## config.mk

```make
export PLATFORM = sky130hd
export DESIGN_NAME = fifo_cell_ctrl
export DESIGN_NICKNAME = d
export VERILOG_FILES = /design/src/rtl/fifo_cell_ctrl.sv
export SDC_FILE = /design/constraint.sdc
export NUM_CORES = 1
export LEC_CHECK = 0
export ABC_AREA = 1
export CAP_MARGIN = 20
export CORE_UTILIZATION = 38
export DETAILED_ROUTE_END_ITERATION = 10
export PLACE_DENSITY = 0.71
export SLEW_MARGIN = 25
export SYNTH_ARGS = -nofsm -noshare
export SYNTH_HDL_FRONTEND = slang
export SYNTH_SLANG_ARGS = --single-unit
export TNS_END_PERCENT = 20
```

## constraint.sdc

```tcl
create_clock -name clk -period 2.8 [get_ports clk]
set_input_delay 0.42 -clock clk [delete_from_list [all_inputs] [get_ports clk]]
set_output_delay 0.42 -clock clk [all_outputs]
set_load 0.005 [all_outputs]
```

## src/rtl/fifo_cell_ctrl.sv

```systemverilog
// Token-based sequencer for the cell FIFO array: one-hot put/get pointers,
// occupancy count, level flags and sticky error detection.
module fifo_cell_ctrl #(
  parameter  int N_CELLS  = 16,
  parameter  int AF_LEVEL = 12,
  parameter  int AE_LEVEL = 4,
  localparam int CW       = $clog2(N_CELLS + 1)
) (
  input  logic               clk,
  input  logic               reset,
  input  logic               put_req_i,
  input  logic               get_req_i,
  input  logic [N_CELLS-1:0] e_i,
  input  logic               err_clr_i,
  output logic [N_CELLS-1:0] we_o,
  output logic [N_CELLS-1:0] re_o,
  output logic               put_ack_o,
  output logic               get_ack_o,
  output logic [CW-1:0]      count_o,
  output logic               full,
  output logic               empty,
  output logic               almost_full,
  output logic               almost_empty,
  output logic               ovf_err,
  output logic               unf_err,
  output logic               cell_err
);

  logic [N_CELLS-1:0] putPtr_q, putPtr_d;
  logic [N_CELLS-1:0] getPtr_q, getPtr_d;
  logic [CW-1:0]      count_q, count_d;
  logic               ovf_q, ovf_d;
  logic               unf_q, unf_d;
  logic               cell_q, cell_d;
  logic               active_q;
  logic               cellMismatch;

  // Level flags come straight from the registered count.
  assign full         = (count_q == CW'(N_CELLS));
  assign empty        = (count_q == '0);
  assign almost_full  = (count_q >= CW'(AF_LEVEL));
  assign almost_empty = (count_q <= CW'(AE_LEVEL));
  assign count_o      = count_q;

  // active_q stays low through reset and the first edge after release,
  // so no strobe can escape in the release cycle.
  assign put_ack_o = put_req_i & active_q & ~full;
  assign get_ack_o = get_req_i & active_q & ~empty;
  assign we_o      = put_ack_o ? putPtr_q : '0;
  assign re_o      = get_ack_o ? getPtr_q : '0;

  assign ovf_err  = ovf_q;
  assign unf_err  = unf_q;
  assign cell_err = cell_q;

  assign cellMismatch = (count_q == '0) != (&e_i);

  always_comb begin
    putPtr_d = put_ack_o ? {putPtr_q[N_CELLS-2:0], putPtr_q[N_CELLS-1]} : putPtr_q;
    getPtr_d = get_ack_o ? {getPtr_q[N_CELLS-2:0], getPtr_q[N_CELLS-1]} : getPtr_q;
    count_d  = count_q;
    case ({put_ack_o, get_ack_o})
      2'b10:   count_d = count_q + CW'(1);
      2'b01:   count_d = count_q - CW'(1);
      default: count_d = count_q;
    endcase
    // A new error event takes priority over a coincident clear.
    ovf_d  = (ovf_q  & ~err_clr_i) | (put_req_i & full);
    unf_d  = (unf_q  & ~err_clr_i) | (get_req_i & empty);
    cell_d = (cell_q & ~err_clr_i) | cellMismatch;
  end

  always_ff @(posedge clk or posedge reset) begin
    if (reset) begin
      putPtr_q <= N_CELLS'(1);
      getPtr_q <= N_CELLS'(1);
      count_q  <= '0;
      ovf_q    <= 1'b0;
      unf_q    <= 1'b0;
      cell_q   <= 1'b0;
      active_q <= 1'b0;
    end else begin
      putPtr_q <= putPtr_d;
      getPtr_q <= getPtr_d;
      count_q  <= count_d;
      ovf_q    <= ovf_d;
      unf_q    <= unf_d;
      cell_q   <= cell_d;
      active_q <= 1'b1;
    end
  end

endmodule

```

==> results of run 1 <==
## synthesized netlist by cell type, types with 2 or more instances
master / instances / area (µm²)
nand2_1: 72 / 270
inv_1: 49 / 184
dfrtp_1: 39 / 976
nor2_1: 29 / 109
o21ai_1: 19 / 95.1
o21ai_0: 10 / 50.1
nor2_2: 9 / 56.3
nand3_1: 7 / 35.0
buf_4: 5 / 37.5
o21ai_2: 5 / 43.8
ha_1: 4 / 50.1
buf_6: 3 / 33.8
dfstp_2: 2 / 52.6
xnor2_1: 2 / 17.5
## worst reg2reg max path: stages, from the launching register on
cell,delay [ns]
dfrtp_1,0.43
or2_1,0.29
nor2_4,0.14
nand3_4,0.10
nand2_4,0.14
inv_2,0.06
ha_1,0.28
nand2_1,0.10
inv_1,0.05
nor2_1,0.13
ha_1,0.16
inv_1,0.04
nand2_1,0.08
nand3_1,0.10
nand2_1,0.07
nand2_1,0.05
nand3_1,0.07
nand2_1,0.05
## path summary, 6_finish.rpt
kind                                end   startpoint  cells past startpoint  slack [ns]
min in group clk            putPtr_q[0]  putPtr_q[0]                      2        0.48
hold / removal             getPtr_q[12]        reset                      2        0.34
hold reg to reg             putPtr_q[0]  putPtr_q[0]                      2        0.48
setup reg to reg             count_o[4]   count_o[0]                     17        0.38
max in group asynchronous   putPtr_q[0]        reset                      3        1.75
setup / recovery               re_o[10]   count_o[0]                      7        0.24
## state kept, by name, indices dropped and copies added (netlist names)
register  count
getPtr_q     16
putPtr_q     16
count_o       5
active_q      1
cell_err      1
ovf_err       1
unf_err       1
## cell type report
class / instances / area share
flip-flops and latches: 41 / 0.351
multi-input cells: 169 / 0.284
repair buffers: 70 / 0.240
inverters: 50 / 0.0641
clock buffers: 8 / 0.0308
well taps: 70 / 0.0299
## power by group
part	switching, mW	total, mW	internal (mW)	leakage (nW)
registers	0.0699	0.711	0.641	0.554
logic	0.270	0.551	0.281	0.657
clock network	0.185	0.386	0.201	0.0455
total	0.526	1.65	1.12	1.26
## per-layer routing
metal	up-vias	global-route usage	routed length, µm
met5	-	0	0
met4	0	0.0453	36
met3	4	0.0286	164
met2	40	0.249	1810
met1	766	0.199	2040
li1	944	-	-
## metrics by stage
stage / std cells / instance area, µm²
after floorplan: 271 / 2140
final: 408 / 2930
after detailed placement: 400 / 2840
after CTS: 408 / 2930
after global placement: 400 / 2840
after global routing: 408 / 2930
## cells by family (layout without fill, tap and decap cells)
logic type	after synthesis	in the layout	share of synthesized area
DFF	41	41	0.480
and+or+nand+nor	125	125	0.255
AOI/OAI and AO/OA	36	36	0.0952
buffers and inverters	61	128	0.132
other	1	1	0.00175
xor gates and xnor gates	3	3	0.0123
adders and majority gates	4	4	0.0234
==> out/results.tsv, run 1 <==
metric	value	unit
grt_max_degree	51	
dieArea	0.00594	mm²
fmax	0.391	GHz
tns	0	ns
path_cells	or2_1 > nor2_4 > nand3_4 > nand2_4 > buf_4 > nor2_2 > clkdlybuf4s50_1	
cts_setup_buffers	0	
firstDrtPassIters	4	
clk_pin_slew_worst_paths	0.08	ns
final_max_slew_viol_count	0	
drive_gt1_frac	0.0947	
core_area	0.00527	mm²
path_buf_inv	2	
final_cell_mix	nand2_1, clkdlybuf4s50_1, inv_1	
max_cap_violations	0	
worst_path_max_delay_cell	clkdlybuf4s50_1	
hpwl	2.96	mm
cts_sinks	41	
powerDensity	563	mW/mm²
grt_pass1_wl	7.25	mm
clockBufferDepth	2	
ys_warn_count	0	
rows	26	
min_period	2.56	ns
nets	362	
clock_latency	0.29	ns
min_period_over_period	0.915	
ant_nets	0	
cts_buffers	5	
holdWs	0.341	ns
p_leak	1.26	nW
syn_area_per_cell	7.90	µm²
dpl_worst_slack	0.342	ns
drtIter0Drc	87	
globalRouteOverflowTotal	0	
worstHoldPathType	in2async	
endpoint_kind	output pin	
start_util	0.406	
cts_htree_levels	2	
path_class	reg2out	
routed_wl	4.05	mm
dieHeight	77.1	µm
ys_async_sr_fraction	1.00	
synth_edf_count	0	
cts_hold_buf	0	
crit_path_max_fanout	18	
first_global_vias	1667	
gp_congestion	0.828	
fin_worst_skew	0.00767	ns
setup_viol	0	
startpoint_type	flip-flop	
crit_path_max_incr_delay	0.45	ns
wire_per_inst	9.93	µm
antenna_found_initial	0	
cts_resized	0	
worst_ep_required_time	2.38	ns
vias_per_cell	4.30	
fillers	494	
ys_ff_latch	41	
cp.arrival	2.14	ns
synth_flop_cell	dfrtp_1	
n_antenna_cell	0	
synth_nets	296	
finish.utilization	0.556	
critPathTopFamily	simple AND/OR/NAND/NOR gates	
power.total	1.65	mW
drc	0	
grt_setup_unrepaired	false	
die_w	77.1	µm
setup_ws	0.239	ns
seq_area	0.00103	mm²
num_vias	1754	
port_buffers	66	
status	finished clean	
synth_area	0.00214	mm²
cts_tree	built	
vdd_drop_max	232	µV
syn_to_final_growth	36.7	%
ios	67	
postSynthCellCount	271	
multiInputGateArea	831	µm²
final_common_cell	nand2_1	
hold_viol	0	
synth_cell_types	30	
clockRootBuffer	clkbuf_8	
synth_seq_area_share	0.480	
grtUsageTotal	0.151	
Power figures use the tool's default switching activity.
==> inputs of run 2 (changes only) <==
--- a/config.mk
+++ b/config.mk
@@ -10,7 +10,6 @@
 export CORE_UTILIZATION = 38
 export DETAILED_ROUTE_END_ITERATION = 10
 export PLACE_DENSITY = 0.71
-export SLEW_MARGIN = 25
 export SYNTH_ARGS = -nofsm -noshare
 export SYNTH_HDL_FRONTEND = slang
 export SYNTH_SLANG_ARGS = --single-unit
==> results of run 2 <==
Same layout as run 1: the final DEF is identical, and so are final timing and power.
